File: config.mk
export PLATFORM = sky130hd
export DESIGN_NAME = spmp_csr_bank
export DESIGN_NICKNAME = d
export VERILOG_FILES = /design/src/rtl/spmp_csr_bank_pkg.sv /design/src/rtl/spmp_cfg_legalize.sv /design/src/rtl/spmp_csr_bank.sv
export SDC_FILE = /design/constraint.sdc
export NUM_CORES = 1
export LEC_CHECK = 0
export ABC_AREA = 1
export CAP_MARGIN = 20
export CORE_MARGIN = 4
export CORE_UTILIZATION = 37
export DETAILED_ROUTE_END_ITERATION = 10
export MAX_ROUTING_LAYER = met4
export SETUP_SLACK_MARGIN = 0.02
export SYNTH_ARGS = -nofsm -noshare
export SYNTH_HDL_FRONTEND = slang
export SYNTH_HIERARCHICAL = 1
export SYNTH_SLANG_ARGS = --single-unit
File: constraint.sdc
create_clock -name clk_i -period 10 [get_ports clk_i]
set_input_delay 1.5 -clock clk_i [delete_from_list [all_inputs] [get_ports clk_i]]
set_output_delay 1.5 -clock clk_i [all_outputs]
set_load 0.01 [all_outputs]
File: src/rtl/spmp_csr_bank_pkg.sv
// Shared SPMP definitions: cfg byte field offsets, A-field encodings, bank FSM
// states and the cfg write legalisation rule.
package spmp_csr_bank_pkg;

  localparam int CFG_R    = 0;
  localparam int CFG_W    = 1;
  localparam int CFG_X    = 2;
  localparam int CFG_A_LO = 3;
  localparam int CFG_A_HI = 4;
  localparam int CFG_L    = 7;

  typedef enum logic [1:0] {
    A_OFF   = 2'b00,
    A_TOR   = 2'b01,
    A_NA4   = 2'b10,
    A_NAPOT = 2'b11
  } spmp_a_e;

  typedef enum logic [1:0] {
    ST_IDLE,
    ST_RESP,
    ST_FLUSH
  } spmp_state_e;

  // Reserved bits [6:5] read as zero; the W-without-R combination is illegal
  // and drops W.
  function automatic logic [7:0] legalize_cfg(input logic [7:0] w);
    logic [7:0] c;
    c                     = '0;
    c[CFG_L]              = w[CFG_L];
    c[CFG_A_HI:CFG_A_LO]  = w[CFG_A_HI:CFG_A_LO];
    c[CFG_X]              = w[CFG_X];
    c[CFG_W]              = w[CFG_W] & w[CFG_R];
    c[CFG_R]              = w[CFG_R];
    return c;
  endfunction

endpackage

File: src/rtl/spmp_cfg_legalize.sv
// Combinational write legalisation and lock check for the entry addressed by
// the current request.
module spmp_cfg_legalize
  import spmp_csr_bank_pkg::*;
(
  input  logic [7:0] wdata,
  input  logic       cur_lock,
  input  logic       read_only,
  input  logic       nxt_exists,
  input  logic       nxt_lock,
  input  logic [1:0] nxt_a,
  output logic [7:0] legal_cfg,
  output logic       cfg_wr_ok,
  output logic       addr_wr_ok
);

  logic nxt_tor_lock;

  // A locked TOR entry above also freezes this entry's address, which is its base.
  assign nxt_tor_lock = nxt_exists && nxt_lock && (spmp_a_e'(nxt_a) == A_TOR);

  assign legal_cfg  = legalize_cfg(wdata);
  assign cfg_wr_ok  = !cur_lock && !read_only;
  assign addr_wr_ok = !cur_lock && !read_only && !nxt_tor_lock;

endmodule

File: src/rtl/spmp_csr_bank.sv
// SPMP configuration/address register bank with a request/response port and a
// post-update flush window.
module spmp_csr_bank
  import spmp_csr_bank_pkg::*;
#(
  parameter int                             NrEntries   = 8,
  parameter int                             PLEN        = 56,
  parameter int                             FlushCycles = 2,
  parameter logic [NrEntries-1:0][7:0]      CfgRstVal   = '0,
  parameter logic [NrEntries-1:0][PLEN-3:0] AddrRstVal  = '0,
  parameter logic [NrEntries-1:0]           ReadOnly    = '0
) (
  input  logic                             clk_i,
  input  logic                             rst_i,
  input  logic                             req_valid_i,
  output logic                             req_ready_o,
  input  logic                             req_we_i,
  input  logic                             req_sel_i,
  input  logic [5:0]                       req_idx_i,
  input  logic [63:0]                      req_wdata_i,
  output logic                             rsp_valid_o,
  output logic [63:0]                      rsp_rdata_o,
  output logic                             rsp_err_o,
  output logic [NrEntries-1:0][7:0]        cfg_o,
  output logic [NrEntries-1:0][PLEN-3:0]   addr_o,
  output logic                             flush_o
);

  localparam int AddrW = PLEN - 2;

  logic [NrEntries-1:0][7:0]       cfg_reg;
  logic [NrEntries-1:0][AddrW-1:0] addr_reg;
  spmp_state_e                     state_reg;
  logic [3:0]                      cnt_reg;
  logic                            rsp_valid_reg;
  logic                            rsp_err_reg;
  logic [63:0]                     rsp_rdata_reg;
  logic                            flush_reg;
  logic                            changed_reg;

  logic             accept;
  logic             idx_ok;
  logic [7:0]       cur_cfg;
  logic [7:0]       nxt_cfg;
  logic [AddrW-1:0] cur_addr;
  logic [AddrW-1:0] wr_addr;
  logic             cur_ro;
  logic             nxt_exists;
  logic [7:0]       legal_cfg;
  logic             cfg_wr_ok;
  logic             addr_wr_ok;
  logic             cfg_we;
  logic             addr_we;
  logic             changed_next;
  logic [63:0]      rdata_next;
  logic             wdata_unused;

  assign req_ready_o  = (state_reg == ST_IDLE) && !rst_i;
  assign accept       = req_valid_i && req_ready_o;
  assign idx_ok       = 32'(req_idx_i) < 32'(NrEntries);
  assign wr_addr      = req_wdata_i[AddrW-1:0];
  assign wdata_unused = ^req_wdata_i[63:AddrW];

  // Selected entry and its upper neighbour; all zero when the index is out of range.
  always_comb begin
    cur_cfg    = '0;
    cur_addr   = '0;
    cur_ro     = 1'b0;
    nxt_cfg    = '0;
    nxt_exists = 1'b0;
    for (int i = 0; i < NrEntries; i++) begin
      if (req_idx_i == 6'(i)) begin
        cur_cfg  = cfg_reg[i];
        cur_addr = addr_reg[i];
        cur_ro   = ReadOnly[i];
      end
    end
    for (int i = 1; i < NrEntries; i++) begin
      if (req_idx_i == 6'(i - 1)) begin
        nxt_cfg    = cfg_reg[i];
        nxt_exists = 1'b1;
      end
    end
  end

  spmp_cfg_legalize u_legalize (
    .wdata      (req_wdata_i[7:0]),
    .cur_lock   (cur_cfg[CFG_L]),
    .read_only  (cur_ro),
    .nxt_exists (nxt_exists),
    .nxt_lock   (nxt_cfg[CFG_L]),
    .nxt_a      (nxt_cfg[CFG_A_HI:CFG_A_LO]),
    .legal_cfg  (legal_cfg),
    .cfg_wr_ok  (cfg_wr_ok),
    .addr_wr_ok (addr_wr_ok)
  );

  assign cfg_we  = accept && req_we_i && idx_ok && !req_sel_i && cfg_wr_ok;
  assign addr_we = accept && req_we_i && idx_ok &&  req_sel_i && addr_wr_ok;

  always_comb begin
    changed_next = (cfg_we && (legal_cfg != cur_cfg)) || (addr_we && (wr_addr != cur_addr));
    rdata_next   = '0;
    if (idx_ok) begin
      if (!req_sel_i) rdata_next = {56'd0, cfg_we ? legal_cfg : cur_cfg};
      else            rdata_next = 64'(addr_we ? wr_addr : cur_addr);
    end
  end

  always_ff @(posedge clk_i) begin
    if (rst_i) begin
      cfg_reg  <= CfgRstVal;
      addr_reg <= AddrRstVal;
    end else begin
      for (int i = 0; i < NrEntries; i++) begin
        if (req_idx_i == 6'(i)) begin
          if (cfg_we)  cfg_reg[i]  <= legal_cfg;
          if (addr_we) addr_reg[i] <= wr_addr;
        end
      end
    end
  end

  always_ff @(posedge clk_i) begin
    if (rst_i) begin
      state_reg     <= ST_IDLE;
      cnt_reg       <= '0;
      rsp_valid_reg <= 1'b0;
      rsp_err_reg   <= 1'b0;
      rsp_rdata_reg <= '0;
      flush_reg     <= 1'b0;
      changed_reg   <= 1'b0;
    end else begin
      case (state_reg)
        ST_IDLE: begin
          if (accept) begin
            state_reg     <= ST_RESP;
            rsp_valid_reg <= 1'b1;
            rsp_err_reg   <= !idx_ok;
            rsp_rdata_reg <= rdata_next;
            changed_reg   <= changed_next;
          end
        end
        ST_RESP: begin
          rsp_valid_reg <= 1'b0;
          rsp_err_reg   <= 1'b0;
          rsp_rdata_reg <= '0;
          changed_reg   <= 1'b0;
          if (changed_reg) begin
            state_reg <= ST_FLUSH;
            cnt_reg   <= 4'(FlushCycles);
            flush_reg <= 1'b1;
          end else begin
            state_reg <= ST_IDLE;
          end
        end
        ST_FLUSH: begin
          if (cnt_reg == 4'd1) begin
            state_reg <= ST_IDLE;
            cnt_reg   <= '0;
            flush_reg <= 1'b0;
          end else begin
            cnt_reg <= cnt_reg - 4'd1;
          end
        end
        default: begin
          state_reg <= ST_IDLE;
          flush_reg <= 1'b0;
        end
      endcase
    end
  end

  assign rsp_valid_o = rsp_valid_reg;
  assign rsp_err_o   = rsp_err_reg;
  assign rsp_rdata_o = rsp_rdata_reg;
  assign flush_o     = flush_reg;

  for (genvar gi = 0; gi < NrEntries; gi++) begin : g_out
    assign cfg_o[gi]  = cfg_reg[gi];
    assign addr_o[gi] = addr_reg[gi];
  end

endmodule

==> flow_summary.toml, run 1 <==
[finish]
syn2layout_area_growth_pct = 34.6
drive_above_1_share_pct = 4.68
fin_area_um2 = 33800
fin_nets = 4069
largest_reg_flops = 432

[clock_tree]
cts_resized = 0
cts.path.max_buffers = 3
clock_latency_ns = 0.63
cts_tree = "yes"
path_clk_slew_ns = 0.06
cts.sinks = 560
cts_inserted_buffers = 61
cts-root-buf = "clkbuf_16"
h-tree-depth = 2
hold_buffers = 0
postCtsSetupBuffers = 0

[global_route]
grt_max_degree = 292
antenna_found_initial = 5
grt_first_pass_wirelength_um = 165000
track_usage_pct = 31.2
grt_pass1_vias = 24401
grt.overflow.total = 0

[setup_path]
crit_required_ns = 10.48
cp.arrival_ns = 7.77
critPathMaxStageDelay_ns = 0.75
path_cells = "clkdlybuf4s50_1 -> nor2_4 -> buf_4 -> nand3_4 -> inv_1 -> a221oi_1 -> o2111ai_1 -> inv_1 -> nand2_1 -> nor2_1 -> nor2_1 -> nand2_2 -> buf_4 -> nor2_8 -> inv_2 -> nor2_4 -> buf_4 -> inv_1 -> o21ai_0 -> a21oi_1"
startpoint_type = "input port"
cp_slowest_cell = "nor2_8"
worst-setup-path-type = "in2reg"
cp_max_fo = 45
cp-end-kind = "flop"

[yosys]
syn_area_per_cell_um2 = 7.10
async_flop_share_pct = 0
ys_warn_count = 6
synth_seq_area_share_pct = 44.7
ys.flop_type = "dfxtp_1"
netlist_area_um2 = 25100
synth.distinct_cells = 35
synth_edf_count = 0
synthCells = 3534
synth_seq_cells = 560

[pwr]
cellPowerDensity_nw_per_um2 = 144
ir_worst_vdd_uv = 129
leakage_uw = 0.0117

[run]
cap_violations = 0

[sta]
post-route-min-period_ns = 7.29
tightest_slew_ns = 1.17
fmax_mhz = 137
rsz0062_at_grt = "no"
slew_viol_final = 0
finClkSkew_ns = 0.0121
hold_viol = 0
relSlewSlack_pct = 21.7
fin_tns_setup_ns = 0
setup_viol = 0
period_share_pct = 72.9

[place]
gp_congestion = 0.890
placed_area_um2 = 31600
port_buffers = 618
post-dp-hpwl_um = 75500

[routing]
route.detailed.drc = 0
vias = 26469
routed_wirelength_um = 114000
drt_iter0_drc = 2184
wl_per_cell_um = 23.3
via_per_inst = 5.39
first_pass_iters = 5
final_antenna_net_count = 0

[run_status]
status = "finished clean"

[die]
start_util_pct = 37.4
core_um2 = 67200
ioPinCount = 639
row_count = 95
die_h_um = 268
fp.dieW_um = 268
dieArea_um2 = 72100

[hold_path]
hold_path.class = "reg2reg"
-- synth_stat cells, types with 3 or more instances --
library cell | instances | area share [%]
o21ai_1 | 15 | 0.30
buf_1 | 5 | 0.075
inv_1 | 344 | 5.1
buf_2 | 95 | 1.9
nor2_4 | 5 | 0.22
clkbuf_1 | 151 | 2.3
a21oi_1 | 452 | 9.0
a211oi_1 | 177 | 5.3
inv_2 | 15 | 0.22
nor3_1 | 3 | 0.060
nor2_1 | 357 | 5.3
nor2_2 | 6 | 0.15
dfxtp_1 | 560 | 45
nand2_1 | 639 | 9.6
nand3_1 | 170 | 3.4
o22ai_1 | 5 | 0.12
o21ai_0 | 316 | 6.3
or2_2 | 6 | 0.15
o221ai_1 | 8 | 0.28
buf_4 | 21 | 0.63
a221oi_1 | 9 | 0.31
a31oi_1 | 18 | 0.45
o211ai_1 | 12 | 0.36
nand4_1 | 129 | 3.2
-- cells in the final DEF, fill, tap and decap left out, types with 3 or more instances in the layout --
cell type / n
nand2_1: 635
clkdlybuf4s50_1: 617
dfxtp_1: 560
a21oi_1: 451
nor2_1: 352
inv_1: 343
o21ai_0: 316
a211oi_1: 177
nand3_1: 169
nand4_1: 129
clkbuf_16: 62
buf_4: 34
clkbuf_8: 19
a31oi_1: 18
o21ai_1: 15
inv_2: 13
nor2_4: 13
conb_1: 13
clkinv_2: 12
o211ai_1: 12
a221oi_1: 9
o221ai_1: 8
or2_2: 6
bufinv_16: 6
clkbuf_1: 6
diode_2: 5
o22ai_1: 5
nand2_4: 4
nor2_2: 3
nor3_1: 3
-- worst max-delay path: cells and delay by family --
kind / cells / cell delay, ns
buffers and inverters: 8 / 3.35
and+or+nand+nor: 8 / 2.18
AOI/OAI and AO/OA: 4 / 0.70
-- path summary, 6_finish.rpt --
kind / startpoint / endpoint / cells after the start / slack, ns
hold reg to reg: addr_o[78]$_SDFFE_PP0P_ / addr_o[78]$_SDFFE_PP0P_ / 2 / 0.46
setup reg to reg: cfg_o[15]$_SDFFE_PP0P_ / addr_o[136]$_SDFFE_PP0P_ / 18 / 5.02
setup / recovery: req_idx_i[5] / addr_o[136]$_SDFFE_PP0P_ / 20 / 2.71
hold / removal: addr_o[78]$_SDFFE_PP0P_ / addr_o[78]$_SDFFE_PP0P_ / 2 / 0.46
-- stage by stage --
step,total power [µW],setup WS [ns],utilization (%),instances,hold WS [ns]
2_1_floorplan,2410,5.56,-,3545,0.472
3_3_place_gp,2520,2.10,47.1,4800,0.446
3_5_place_dp,2520,1.99,47.1,4800,0.452
6_report,4870,2.71,50.3,4913,0.459
5_1_grt,5000,2.36,50.3,4913,0.478
4_1_cts,4880,2.66,50.2,4906,0.461
-- layout make-up --
type                       instances  area (µm²)
clock inverter                    19         263
clock buffer                      87        1840
tap                              873        1090
timing repair buffer             656        6540
fill                            6620       33400
inverter                         360        1370
antenna                            5        12.5
sequential                       560       11200
multi-input combinational       2353       11500
-- cells by family after synthesis --
group	count (synthesis)	synth area share (%)
AOI/OAI and AO/OA	1014	22.5
and+or+nand+nor	1323	22.4
xor gates and xnor gates	1	0.0349
other	2	0.0299
adders and majority gates	2	0.0997
DFF	560	44.7
buffers and inverters	632	10.2
-- power breakdown --
group / total, µW / switching (µW) / internal (µW)
Clock: 2390 / 973 / 1420
Combinational: 242 / 183 / 59.2
Sequential: 2230 / 1.26 / 2230
Total: 4870 / 1160 / 3710
-- routing by layer --
layer  up-vias  GRT usage, %  routed length [µm]
met5         -             -                   0
met4         0          9.71                3960
met3       197          7.80                9980
met2      1074          49.3               52700
met1     12411          39.4               47800
li1      12787             -                   -
Power figures use the tool's default switching activity.
==> run 2: changes to the inputs <==
==> constraint.sdc (replaced) <==
create_clock -name clk_i -period 7.08 [get_ports clk_i]
set_input_delay 1.062 -clock clk_i [delete_from_list [all_inputs] [get_ports clk_i]]
set_output_delay 1.062 -clock clk_i [all_outputs]
set_load 0.01 [all_outputs]
==> run 2 against run 1 <==
Against the previous run:
- register-to-register slack got worse by 1.7 ns
- die area did not move
- utilization increased by 0.23 points
- worst setup slack got worse by 0.78 ns
- non-clock buffer count grew 12
- final cell count up 0.41%
- combinational power is 41% higher
- flip-flop and latch count stayed put
- first-iteration DRC count up 16%
- final area grew 0.46%
- sequential share of layout area down 0.15 points
- critical endpoint is now addr_o[424]$_SDFFE_PP0P_
- largest cell class unchanged
==> flow_summary.toml, run 2 (synthesized netlist as in run 1, its figures left out) <==
[routing]
first_pass_iters = 6
vias = 26431
wl_per_cell_um = 22.9
via_per_inst = 5.36
route.detailed.drc = 0
routed_wirelength_um = 113000
final_antenna_net_count = 0
drt_iter0_drc = 2544

[place]
post-dp-hpwl_um = 76500
gp_congestion = 0.884
port_buffers = 618
dpl_worst_slack_ns = 1.31
dp.cells = 4814

[setup_path]
r2r_end = "addr_o[231]$_SDFFE_PP0P_"
cp_max_fo = 48
r2r_start = "cfg_o[7]$_SDFFE_PP0P_"
cp-end-kind = "flop"
worst-setup-path-type = "in2reg"
crit_path_end = "addr_o[424]$_SDFFE_PP0P_"
crit_required_ns = 7.61
startpoint_type = "input port"
cp.arrival_ns = 5.67
rr_worst_depth = 16
crit_start = "req_idx_i[4]"
rrSetupSlack_ns = 3.35

[sta]
hold_viol = 0
relSlewSlack_pct = 25.4
finClkSkew_ns = 0.0260
fmax_mhz = 194
tightest_slew_ns = 1.12
post-route-min-period_ns = 5.15
fin_tns_setup_ns = 0
setup_viol = 0
slew_viol_final = 0
period_share_pct = 72.7
rsz0062_at_grt = "no"
hold_slack_ns = 0.461
worst_slack_ns = 1.93

[pwr]
leakage_uw = 0.0118
power_frac_comb_pct = 4.9
netSwitchingFraction_pct = 23.8
clock_power_share_pct = 49.3
ir_worst_vdd_uv = 129
p_int_uw = 5260
cellPowerDensity_nw_per_um2 = 203
seq_power_share_pct = 45.7
switching_power_uw = 1640

[global_route]
track_usage_pct = 30.9
grt.overflow.total = 0
grt_max_degree = 166
grt_first_pass_wirelength_um = 163000
antenna_found_initial = 3
grt_pass1_vias = 24283

[die]
row_count = 95
start_util_pct = 37.4
core_um2 = 67200
die_h_um = 268
fp.dieW_um = 268
ioPinCount = 639
dieArea_um2 = 72100

[finish]
multiInputGateArea_um2 = 11500
finalNonFillerCells = 4933
syn2layout_area_growth_pct = 35.2
drive_above_1_share_pct = 4.86
mostFrequentLayoutCells = "nand2_1 (635), clkdlybuf4s50_1 (617), dfxtp_1 (560)"
fin_nets = 4086
layout_commonest_cell = "nand2_1"
fill_cells = 6577
largest_reg_flops = 432
regArea_um2 = 11200

[clock_tree]
path_clk_slew_ns = 0.06
cts_tree = "yes"
cts_inserted_buffers = 66
hold_buffers = 0
clock_latency_ns = 0.60
cts.sinks = 560
cts.path.max_buffers = 3
cts_resized = 0
postCtsSetupBuffers = 0
h-tree-depth = 3
cts-root-buf = "clkbuf_16"

[run_status]
status = "finished clean"

[hold_path]
hold_path.class = "reg2reg"

[run]
cap_violations = 0
run 2: changes by cell type in the layout (fill, tap and decap cells not counted), moves of 3 or more:
| cell | before | now |
|---|---|---|
| clkinv_2 | 12 | 6 |
| inv_6 | 0 | 3 |
| buf_12 | 2 | 8 |
| clkbuf_1 | 6 | 20 |
| bufinv_16 | 6 | 1 |
| clkbuf_16 | 62 | 69 |
| buf_4 | 34 | 42 |
run 2: power groups by stage:
stage | sequential (µW) | combinational [µW] | clock, µW
5_1_grt | 3150 | 368 | 3580
6_report | 3160 | 341 | 3400
2_1_floorplan | 3230 | 183 | 0
3_3_place_gp | 3230 | 334 | 0
4_1_cts | 3160 | 335 | 3460
3_5_place_dp | 3220 | 334 | 0
run 2: worst max-delay path, stage by stage:
cell and delay, ns:
clkdlybuf4s50_1 0.47, nor2_4 0.44, buf_4 0.35, nand3_2 0.38, clkinv_2 0.27, nand2_1 0.07
nand4_1 0.12, o21ai_0 0.13, nand2_1 0.16, nor2_4 0.05, inv_2 0.04, nor2_1 0.07
nand2_2 0.14, nor2_8 0.11, inv_2 0.25, nor2_2 0.06, inv_2 0.48, buf_4 0.58
o21ai_0 0.16, a21oi_1 0.16
run 2: per-stage QoR:
step	utilization, %	power [µW]	cell area [µm²]
final	50.5	6900	33900
after global routing	50.5	7100	33900
after CTS	50.5	6950	33900
after detailed placement	47.3	3560	31800
after global placement	47.3	3560	31800
after floorplan	-	3410	25100
run 2: final cells by class:
| cell class | count | area share, % |
|---|---|---|
| multi-input combinational | 2353 | 33.8 |
| sequential | 560 | 33.0 |
| timing repair buffer | 668 | 19.6 |
| clock buffer | 108 | 6.08 |
| inverter | 360 | 4.01 |
| tap | 873 | 3.22 |
| clock inverter | 8 | 0.225 |
| antenna | 3 | 0.0221 |
run 2: how the worst min path moves through the flow:
stage,from,slack (ns),end,depth (start not counted)
4_1_cts,addr_o[68]$_SDFFE_PP0P_,0.46,addr_o[68]$_SDFFE_PP0P_,2
3_3_place_gp,addr_o[78]$_SDFFE_PP0P_,0.45,addr_o[78]$_SDFFE_PP0P_,2
2_1_floorplan,state_reg[1]$_SDFFE_PP0P_,0.47,flush_o$_SDFFE_PP0P_,1
6_report,addr_o[8]$_SDFFE_PP0P_,0.46,addr_o[8]$_SDFFE_PP0P_,2
5_1_grt,addr_o[70]$_SDFFE_PP0P_,0.47,addr_o[70]$_SDFFE_PP0P_,2
3_5_place_dp,addr_o[68]$_SDFFE_PP0P_,0.45,addr_o[68]$_SDFFE_PP0P_,2
run 2: metal layers:
metal  track usage (%)  wire length, µm  vias to the layer above  share of wire [%]
li1                  -                -                    12808                  -
met1              40.2            48200                    12370                 43
met2              48.7            52100                     1102                 46
met3              6.52             9490                      151                8.4
met4              8.99             3220                        0                2.8
met5                 -                0                        -                  0
==> run 3: changes to the inputs <==
==> constraint.sdc (replaced) <==
create_clock -name clk_i -period 5.3 [get_ports clk_i]
set_input_delay 0.795 -clock clk_i [delete_from_list [all_inputs] [get_ports clk_i]]
set_output_delay 0.795 -clock clk_i [all_outputs]
set_load 0.01 [all_outputs]
==> run 3 against run 2 <==
Against the previous run:
- first-iteration DRC count fell by 1.3%
- combinational power rose by 33%
- hold slack barely moved
- global-route usage fell by 0.21 points
- critical endpoint is now addr_o[405]$_SDFFE_PP0P_
==> flow_summary.toml, run 3 (synthesized netlist as in run 1, its figures left out) <==
[global_route]
track_usage_pct = 30.7
grt_pass1_vias = 24268
grt.overflow.total = 0
antenna_found_initial = 7
grt_max_degree = 193
grt_first_pass_wirelength_um = 163000

[pwr]
leakage_uw = 0.0118
cellPowerDensity_nw_per_um2 = 264
ir_worst_vdd_uv = 241

[setup_path]
cp_max_fo = 56
worst-setup-path-type = "in2reg"
critPathMaxStageDelay_ns = 0.48
path_cells = "clkdlybuf4s50_1 -> nor2_4 -> buf_4 -> nand3_4 -> clkinv_2 -> buf_4 -> nand2_1 -> o2111ai_1 -> nand2_1 -> nor2_1 -> nor2_1 -> nand2_2 -> nor2_8 -> inv_2 -> nor2_2 -> inv_2 -> buf_12 -> o21ai_0 -> a21oi_1"
cp-end-kind = "flop"
cp.arrival_ns = 4.85
cp_slowest_cell = "inv_2"
startpoint_type = "input port"
crit_required_ns = 5.86

[routing]
final_antenna_net_count = 0
via_per_inst = 5.37
first_pass_iters = 5
vias = 26559
wl_per_cell_um = 22.7
route.detailed.drc = 0
routed_wirelength_um = 112000
drt_iter0_drc = 2511

[clock_tree]
clock_latency_ns = 0.63
cts_inserted_buffers = 60
cts-root-buf = "clkbuf_16"
cts.sinks = 560
cts_tree = "yes"
postCtsSetupBuffers = 0
h-tree-depth = 2
path_clk_slew_ns = 0.06
cts_resized = 0
hold_buffers = 0
cts.path.max_buffers = 3

[die]
fp.dieW_um = 268
row_count = 95
core_um2 = 67200
dieArea_um2 = 72100
ioPinCount = 639
die_h_um = 268
start_util_pct = 37.4

[place]
placed_area_um2 = 31900
dp.cells = 4823
post-dp-hpwl_um = 76000
dpl_worst_slack_ns = 0.400
gp_congestion = 0.870
port_buffers = 618

[finish]
largest_reg_flops = 432
layout_commonest_cell = "nand2_1"
fin_nets = 4089
drive_above_1_share_pct = 5.12
fill_cells = 6599
mostFrequentLayoutCells = "nand2_1 (635), clkdlybuf4s50_1 (617), dfxtp_1 (560)"
syn2layout_area_growth_pct = 35.0
fin_area_um2 = 33900
finalNonFillerCells = 4943

[sta]
worst_slack_ns = 1.01
finClkSkew_ns = 0.0222
period_share_pct = 81.0
fmax_mhz = 233
post-route-min-period_ns = 4.29
slew_viol_final = 0
tightest_slew_ns = 1.06
hold_slack_ns = 0.461
hold_viol = 0
rsz0062_at_grt = "no"
fin_tns_setup_ns = 0
setup_viol = 0
relSlewSlack_pct = 29.6

[hold_path]
hold_path.class = "reg2reg"

[run]
cap_violations = 0

[run_status]
status = "finished clean"
## run 3: where the power goes
part | total, µW | switching (µW) | internal, µW | leakage [µW]
clock | 4290 | 1830 | 2460 | 0.000992
combinational | 454 | 341 | 113 | 0.00627
sequential | 4210 | 2.42 | 4210 | 0.00451
## run 3: final cells by class
type,count,area (µm²),area share (%)
diodes,7,17.5,0.0517
well taps,873,1090,3.22
clock buffers,94,1830,5.40
multi-input cells,2353,11500,33.8
repair buffers,677,6750,19.9
clock inverters,19,163,0.480
flip-flops and latches,560,11200,33.1
inverters,360,1360,4.02
## run 3: stage by stage
| step | util (%) | total power, µW |
|---|---|---|
| 2_1_floorplan | - | 4550 |
| 3_3_place_gp | 47.5 | 4750 |
| 3_5_place_dp | 47.5 | 4750 |
| 4_1_cts | 50.4 | 9000 |
| 5_1_grt | 50.5 | 9220 |
| 6_report | 50.5 | 8960 |
## run 3: final timing paths
check,endpoint,start,cells after the start,slack [ns]
worst max-delay path,addr_o[405]$_SDFFE_PP0P_,req_idx_i[4],19,1.01
worst min-delay path,addr_o[99]$_SDFFE_PP0P_,addr_o[99]$_SDFFE_PP0P_,2,0.46
worst max register to register,addr_o[61]$_SDFFE_PP0P_,cfg_o[15]$_SDFFE_PP0P_,16,2.01
worst min register to register,addr_o[99]$_SDFFE_PP0P_,addr_o[99]$_SDFFE_PP0P_,2,0.46
## run 3: routing by layer
metal | vias to the layer above | share of wire, % | track usage [%]
met5 | - | 0 | -
met4 | 0 | 3.6 | 9.73
met3 | 215 | 8.5 | 6.45
met2 | 1137 | 46 | 48.7
met1 | 12383 | 42 | 39.4
li1 | 12824 | - | -
## run 3: critical path: cells and delay by family
kind / cells / cell delay [ns]
and+or+nand+nor: 9 / 1.33
buffers and inverters: 7 / 2.23
AOI/OAI and AO/OA: 3 / 0.39
